<file path="config.mk">
export PLATFORM = sky130hd
export DESIGN_NAME = hydrophone_arrival_capture_flat
export DESIGN_NICKNAME = d
export VERILOG_FILES = /design/src/rtl/hydrophone_arrival_capture_if.sv /design/src/rtl/hydrophone_arrival_capture.sv /design/src/flat_wrapper.sv
export SDC_FILE = /design/constraint.sdc
export NUM_CORES = 1
export LEC_CHECK = 0
export BUFFER_PORTS_ARGS = -buffer_cell sky130_fd_sc_hd__buf_2
export CAP_MARGIN = 0
export CELL_PAD_IN_SITES_DETAIL_PLACEMENT = 1
export CELL_PAD_IN_SITES_GLOBAL_PLACEMENT = 1
export CORE_ASPECT_RATIO = 0.7
export CORE_MARGIN = 3
export CORE_UTILIZATION = 30
export CTS_CLUSTER_DIAMETER = 30
export DETAILED_ROUTE_END_ITERATION = 8
export PLACE_DENSITY_LB_ADDON = 0.1
export RECOVER_POWER = 100
export SYNTH_ARGS = -nofsm -noshare
export SYNTH_HDL_FRONTEND = slang
export SYNTH_SLANG_ARGS = --single-unit
</file>
<file path="constraint.sdc">
create_clock -name clk -period 3.44 [get_ports clk]
set_input_delay 0.172 -clock clk [delete_from_list [all_inputs] [get_ports clk]]
set_output_delay 0.172 -clock clk [all_outputs]
set_load 0.05 [all_outputs]
</file>
<file path="src/rtl/hydrophone_arrival_capture_if.sv">
// Result bus of hydrophone_arrival_capture: one set of per-channel arrival
// timestamps handed downstream over a valid/ready handshake.
//   ts_valid : result valid (source -> sink)
//   ts_ready : sink accepts result (sink -> source)
//   ts_data  : packed relative arrival times, channel i at [i*TS_W +: TS_W]
//   ts_mask  : 1 = channel detected within the window
interface hydrophone_arrival_capture_if #(
    parameter int unsigned N_CH = 4,
    parameter int unsigned TS_W = 16
);
    logic                 ts_valid;
    logic                 ts_ready;
    logic [N_CH*TS_W-1:0] ts_data;
    logic [N_CH-1:0]      ts_mask;

    modport master (
        output ts_valid,
        output ts_data,
        output ts_mask,
        input  ts_ready
    );

    modport slave (
        input  ts_valid,
        input  ts_data,
        input  ts_mask,
        output ts_ready
    );
endinterface

</file>
<file path="src/rtl/hydrophone_arrival_capture.sv">
// Detects the first threshold crossing of each hydrophone channel within one
// ping and reports arrival times relative to the earliest arrival.
//   clk, rst_n    : clock, asynchronous active-low reset
//   arm           : level, enables detection
//   threshold     : unsigned detection level
//   sample_valid  : one strobe per sample period (all channels together)
//   sample_data   : packed magnitudes, channel i at [i*SAMPLE_W +: SAMPLE_W]
//   busy          : high in WINDOW, OUTPUT and HOLDOFF
//   ts_if         : result bus (ts_valid/ts_ready/ts_data/ts_mask), master side
// Optional build macro ARRIVAL_DEBOUNCE_EN: a crossing must persist for two
// consecutive samples; the timestamp is that of the first of the two.
module hydrophone_arrival_capture #(
    parameter int unsigned N_CH     = 4,
    parameter int unsigned SAMPLE_W = 12,
    parameter int unsigned TS_W     = 16,
    parameter int unsigned WINDOW   = 2048,
    parameter int unsigned HOLDOFF  = 4096
) (
    input  logic                     clk,
    input  logic                     rst_n,
    input  logic                     arm,
    input  logic [SAMPLE_W-1:0]      threshold,
    input  logic                     sample_valid,
    input  logic [N_CH*SAMPLE_W-1:0] sample_data,
    output logic                     busy,
    hydrophone_arrival_capture_if.master ts_if
);

    localparam logic [2:0] StIdle    = 3'd0;
    localparam logic [2:0] StListen  = 3'd1;
    localparam logic [2:0] StWindow  = 3'd2;
    localparam logic [2:0] StOutput  = 3'd3;
    localparam logic [2:0] StHoldoff = 3'd4;

    localparam int unsigned HoldW = (HOLDOFF > 1) ? $clog2(HOLDOFF + 1) : 1;
    // Last counter value before the bound is reached; the increment that
    // lands on WINDOW / HOLDOFF is the exit sample.
    localparam logic [TS_W-1:0]  WinLast  = TS_W'(WINDOW - 1);
    localparam logic [HoldW-1:0] HoldLast = HoldW'(HOLDOFF - 1);

    logic [2:0]                 state_q, state_d;
    logic [TS_W-1:0]            sample_cnt_q, sample_cnt_d;
    logic [TS_W-1:0]            win_cnt_q, win_cnt_d;
    logic [HoldW-1:0]           hold_cnt_q, hold_cnt_d;
    logic [TS_W-1:0]            first_ts_q, first_ts_d;
    logic [N_CH-1:0][TS_W-1:0]  raw_ts_q, raw_ts_d;
    logic [N_CH-1:0]            captured_q, captured_d;

    logic [N_CH-1:0]            above;
    logic [N_CH-1:0]            hit;
    logic [TS_W-1:0]            hit_ts;
    logic                       all_capt;

    always_comb begin
        for (int unsigned i = 0; i < N_CH; i++) begin
            above[i] = sample_data[i*SAMPLE_W +: SAMPLE_W] >= threshold;
        end
    end

`ifdef ARRIVAL_DEBOUNCE_EN
    // One bit per channel: previous sample was at or above threshold.
    logic [N_CH-1:0] hist_q, hist_d;

    always_comb begin
        hit    = sample_valid ? (above & hist_q) : '0;
        hit_ts = sample_cnt_q - TS_W'(1);
        hist_d = hist_q;
        if (state_d == StListen && state_q != StListen) begin
            hist_d = '0;
        end else if (sample_valid && (state_q == StListen || state_q == StWindow)) begin
            hist_d = above;
        end
    end

    always_ff @(posedge clk or negedge rst_n) begin
        if (!rst_n) begin
            hist_q <= '0;
        end else begin
            hist_q <= hist_d;
        end
    end
`else
    always_comb begin
        hit    = sample_valid ? above : '0;
        hit_ts = sample_cnt_q;
    end
`endif

    assign all_capt = &(captured_q | hit);

    always_comb begin
        state_d      = state_q;
        sample_cnt_d = sample_valid ? sample_cnt_q + TS_W'(1) : sample_cnt_q;
        win_cnt_d    = win_cnt_q;
        hold_cnt_d   = hold_cnt_q;
        first_ts_d   = first_ts_q;
        raw_ts_d     = raw_ts_q;
        captured_d   = captured_q;

        case (state_q)
            StIdle: begin
                if (arm) begin
                    state_d = StListen;
                end
            end
            StListen: begin
                if (!arm) begin
                    state_d = StIdle;
                end else if (|hit) begin
                    first_ts_d = hit_ts;
                    captured_d = hit;
                    win_cnt_d  = '0;
                    for (int unsigned i = 0; i < N_CH; i++) begin
                        if (hit[i]) begin
                            raw_ts_d[i] = hit_ts;
                        end
                    end
                    state_d = (&hit) ? StOutput : StWindow;
                end
            end
            StWindow: begin
                if (sample_valid) begin
                    win_cnt_d = win_cnt_q + TS_W'(1);
                    for (int unsigned i = 0; i < N_CH; i++) begin
                        if (hit[i] && !captured_q[i]) begin
                            raw_ts_d[i]   = hit_ts;
                            captured_d[i] = 1'b1;
                        end
                    end
                    if (all_capt || win_cnt_q == WinLast) begin
                        state_d = StOutput;
                    end
                end
            end
            StOutput: begin
                if (ts_if.ts_ready) begin
                    captured_d = '0;
                    if (HOLDOFF == 0) begin
                        state_d = arm ? StListen : StIdle;
                    end else begin
                        hold_cnt_d = '0;
                        state_d    = StHoldoff;
                    end
                end
            end
            StHoldoff: begin
                if (sample_valid) begin
                    if (hold_cnt_q == HoldLast) begin
                        state_d = arm ? StListen : StIdle;
                    end else begin
                        hold_cnt_d = hold_cnt_q + HoldW'(1);
                    end
                end
            end
            default: state_d = StIdle;
        endcase
    end

    always_ff @(posedge clk or negedge rst_n) begin
        if (!rst_n) begin
            state_q      <= StIdle;
            sample_cnt_q <= '0;
            win_cnt_q    <= '0;
            hold_cnt_q   <= '0;
            first_ts_q   <= '0;
            raw_ts_q     <= '0;
            captured_q   <= '0;
        end else begin
            state_q      <= state_d;
            sample_cnt_q <= sample_cnt_d;
            win_cnt_q    <= win_cnt_d;
            hold_cnt_q   <= hold_cnt_d;
            first_ts_q   <= first_ts_d;
            raw_ts_q     <= raw_ts_d;
            captured_q   <= captured_d;
        end
    end

    // Outputs decode straight from registered state, so they hold steady for
    // the whole OUTPUT stall and read zero everywhere else.
    always_comb begin
        ts_if.ts_valid = (state_q == StOutput);
        ts_if.ts_mask  = ts_if.ts_valid ? captured_q : '0;
        for (int unsigned i = 0; i < N_CH; i++) begin
            ts_if.ts_data[i*TS_W +: TS_W] = (ts_if.ts_valid && captured_q[i]) ?
                                            raw_ts_q[i] - first_ts_q : '0;
        end
        busy = (state_q == StWindow) || (state_q == StOutput) || (state_q == StHoldoff);
    end

endmodule

</file>
<file path="src/flat_wrapper.sv">
// flat-port wrapper written by rule: the top's interface ports become plain ports
module hydrophone_arrival_capture_flat 
#(
    parameter int unsigned N_CH     = 4,
    parameter int unsigned SAMPLE_W = 12,
    parameter int unsigned TS_W     = 16,
    parameter int unsigned WINDOW   = 2048,
    parameter int unsigned HOLDOFF  = 4096
)
  (clk, rst_n, arm, threshold, sample_valid, sample_data, busy, ts_if_ts_valid, ts_if_ts_data, ts_if_ts_mask, ts_if_ts_ready);
  hydrophone_arrival_capture_if #(.N_CH(N_CH), .TS_W(TS_W)) ts_if_i ();
  input  logic clk;
  input  logic rst_n;
  input  logic arm;
  input  logic [SAMPLE_W-1:0] threshold;
  input  logic sample_valid;
  input  logic [N_CH*SAMPLE_W-1:0] sample_data;
  output logic busy;
  output wire logic [$bits(ts_if_i.ts_valid)-1:0] ts_if_ts_valid;
  output wire logic [$bits(ts_if_i.ts_data)-1:0] ts_if_ts_data;
  output wire logic [$bits(ts_if_i.ts_mask)-1:0] ts_if_ts_mask;
  input wire logic [$bits(ts_if_i.ts_ready)-1:0] ts_if_ts_ready;
  assign ts_if_ts_valid = ts_if_i.ts_valid;
  assign ts_if_ts_data = ts_if_i.ts_data;
  assign ts_if_ts_mask = ts_if_i.ts_mask;
  assign ts_if_i.ts_ready = ts_if_ts_ready;
  hydrophone_arrival_capture #(.N_CH(N_CH), .SAMPLE_W(SAMPLE_W), .TS_W(TS_W), .WINDOW(WINDOW), .HOLDOFF(HOLDOFF)) u_core (.clk(clk), .rst_n(rst_n), .arm(arm), .threshold(threshold), .sample_valid(sample_valid), .sample_data(sample_data), .busy(busy), .ts_if(ts_if_i));
endmodule
</file>
==> out/results.ini <==
[finish]
postLayoutCellArea_mm2=0.0117
nNetsFinal=1350
post-route-util_pct=36.9
final_layout_size_suffix_gt1_share_pct=25.1
final_cell_count_no_fill=1603
filler_cell_count=3629
area_growth_pct=20.0
antenna_cells=0

[timing]
setup_viol_count_final=0
worst_slack_ns=0.0878
max_slew.worst_pin.slew_ns=1.51
fmax_ghz=0.298
fin_crit_sh_pct=97.4
hold_viol=0
drv_slew=62
grt_setup_unrepaired=true
fin_hold_ws_ns=0.195
relSlewSlack_pct=-0.822
skew_ns=0.00746
period_minus_slack_ns=3.35
finalSetupTns_ns=0

[yosys]
ys_seq_area_share_pct=34.0
synth-main-ff-cell=dfrtp_1
yosysWarningCount=0
yosys-top-cells-area=dfrtp_1 (34%), ha_1 (14%), mux2_2 (8.1%)
netlist_top_cells_count=dfrtp_1 (132), ha_1 (111), nor2_1 (109)
synth.avg_cell_area_um2=9.54
synth_most_common_cell=dfrtp_1
synth_top_area_share_pct=34.0
async_flop_share_pct=100
ys_ff_latch=132
synth_top_area_cell=dfrtp_1
syn_inst=1019
synth_area_mm2=0.00972
synth_edf_count=0
yosysUniqueCellTypes=64
syn_nets=1199

[clock_tree]
htree_levels=4
cts_tree=built
cts_root_buf=clkbuf_16
cts.path.max_buffers=2
cts_buffers=17
clk_latency_ns=0.42
cts.reportedPaths.clkPinSlew_ns=0.06
cts_sinks=132

[global_routing]
use_met3_pct=2.31
grt-ovfl-total=0
grt_use_met1_pct=27.6
use_met2_pct=22.4
top_usage_layer=met1
grt_pass1_vias=8089
grt_max_degree=62
grt_usage_pct=16.6
grt_pass1_wl_um=45700
grt_antenna_before_repair=1

[die]
core_mm2=0.0316
rows=54
die_w_um=221
num_io_pins=135
die_area_mm2=0.0346
die_h_um=157
initial_utilization_pct=30.8

[place]
post_dp_cell_area_mm2=0.0109
gp_congestion=0.775
io_buffer_count=134
dp.cells=1565
hpwl_um=22900
pre_cts_ws_ns=0.0782

[critical_path]
crit_arrival_ns=3.18
reg2regPathDepth=9
critical_path.slowest_cell=dfrtp_2
setup.worst_path.end=ts_if_ts_data[46]
crit_path_max_incr_delay_ns=0.50
cp_data_required_time_ns=3.27
regToRegSetupSlack_ns=0.30
path_class=register to primary output
endpoint_kind=primary output
path_cells=ha_2, inv_1, fa_1, a21o_1, a211oi_2, o21ai_2, a31oi_2, a21oi_2, a31oi_1, xor2_1, nor2_1, buf_4
crit_cells=12
r2r-start=u_core.hold_cnt_q[0]$_DFFE_PN0P_
timing.rr.end=u_core.first_ts_q[10]$_DFFE_PN0P_
critPathBufInv=2
critPathMaxFanout=5
cpLargestDelayFamily=compound AO/OA/AOI/OAI gates
crit_path_start=u_core.first_ts_q[0]$_DFFE_PN0P_
worst_setup_path_start_kind=register

[drt]
postRouteAntennaNets=0
drc=0
routed_wl_um=28600
vias=7933
vias_per_cell=4.95
wl_per_cell_um=17.8
drt-initial-drc-count=399
first_pass_iters=4

[worst_hold_path]
hp-class=primary input to register

[power_and_ir_drop]
p_leak_nw=5.76
p_total_mw=9.76
powerDensity_mw_per_mm2=838
vdd_drop_max_mv=0.323

[status]
outcome=finished, violations left
violations=max-capacitance violations, max-slew violations

[run]
maxCapViolations=1

cells in the final DEF, fill, tap and decap left out, types with 5 or more instances in the layout:
cell / Yosys / layout
clkbuf_2: 0 / 5
inv_6: 0 / 6
o211ai_1: 5 / 5
o21a_1: 9 / 9
mux2_2: 70 / 70
clkbuf_1: 16 / 18
buf_2: 4 / 108
or3_1: 5 / 5
nor2_1: 109 / 109
a31oi_1: 10 / 8
nor3b_1: 5 / 5
nor2b_1: 8 / 8
a21o_1: 20 / 20
nand3_1: 37 / 37
o21ai_2: 5 / 10
xor2_1: 44 / 44
xnor2_1: 37 / 37
and3_1: 19 / 19
a211oi_1: 12 / 10
a31o_2: 6 / 6
o21bai_1: 6 / 6
nand2_1: 66 / 66
mux2_4: 10 / 9
a21oi_1: 55 / 50
nand4_1: 15 / 15
ha_1: 111 / 108
clkbuf_16: 0 / 17
dfrtp_1: 132 / 131
and2_1: 6 / 6
o31ai_1: 7 / 6
nor3_1: 29 / 27
nand2b_1: 10 / 10
buf_4: 1 / 20
o21ai_0: 38 / 33
inv_1: 53 / 51
state kept, by name, summed over array words and instances, names as in the netlist:
| name | flops |
|---|---|
| u_core.win_cnt_q | 16 |
| u_core.raw_ts_q | 64 |
| u_core.hit_ts | 16 |
| u_core.captured_q | 4 |
| u_core.hold_cnt_q | 13 |
| u_core.first_ts_q | 16 |
| u_core.state_q | 3 |
worst min path at each step:
stage	to	slack, ns	depth (start not counted)	startpoint
finish	u_core.state_q[2]$_DFFE_PN0P_	0.20	3	ts_if_ts_ready
detailed placement	u_core.win_cnt_q[5]$_DFFE_PN0P_	0.26	1	rst_n
floorplan	u_core.captured_q[0]$_DFFE_PN0P_	-0.12	0	rst_n
global route	u_core.state_q[2]$_DFFE_PN0P_	0.20	3	ts_if_ts_ready
global placement	u_core.win_cnt_q[4]$_DFFE_PN0P_	0.26	1	rst_n
CTS	u_core.hit_ts[0]$_DFFE_PN0P_	0.18	3	sample_valid
cell families (layout without fill, tap and decap cells):
group	Yosys count	in the layout	synth area share, %
AO/OA/AOI/OAI	207	207	14.5
buffers and inverters	80	244	3.57
multiplexers	84	84	10.1
AND/OR/NAND/NOR	320	320	15.4
flip-flops	132	132	34.0
XOR/XNOR	81	81	7.30
adder cells (fa/ha/maj)	115	115	15.1
report_power, final:
| part | internal, mW | switching [mW] | total [mW] |
|---|---|---|---|
| registers | 1.87 | 0.412 | 2.28 |
| logic | 2.48 | 3.20 | 5.68 |
| clock network | 1.04 | 0.760 | 1.80 |
routing by layer:
layer | vias to the layer above | wire (um) | part of all wire [%]
li1 | 3965 | - | -
met1 | 3856 | 16900 | 59
met2 | 100 | 10900 | 38
met3 | 12 | 669 | 2.3
met4 | 0 | 164 | 0.57
met5 | - | 0 | 0
layout make-up:
| cell class | instances | area [um2] | area share, % |
|---|---|---|---|
| Sequential cell | 132 | 3300 | 28.3 |
| Timing Repair Buffer | 158 | 862 | 7.39 |
| Tap cell | 420 | 526 | 4.51 |
| Multi-Input combinational cell | 807 | 6180 | 53.0 |
| Clock buffer | 19 | 443 | 3.80 |
| Inverter | 54 | 206 | 1.77 |
| Clock inverter | 13 | 138 | 1.18 |
worst register-to-register path: cells and delay by family (launching register included):
family                     cells  cell delay (ns)
AOI/OAI and AO/OA              4             1.28
adders and majority gates      1             0.21
buffers and inverters          1             0.37
DFF                            1             0.39
muxes                          1             0.42
and+or+nand+nor                2             0.36
repair_timing:
| item | 4_1_cts | 5_1_grt |
|---|---|---|
| pin swaps | 0 | 12 |
| endpoints found under the hold margin | 50 | 0 |
| hold buffers | 1 | 0 |
| gates resized for setup | 18 | 36 |
| endpoints found under the setup margin | 19 | 15 |
| setup buffers | 2 | 3 |
No activity file was read; power rests on OpenSTA's default activity.
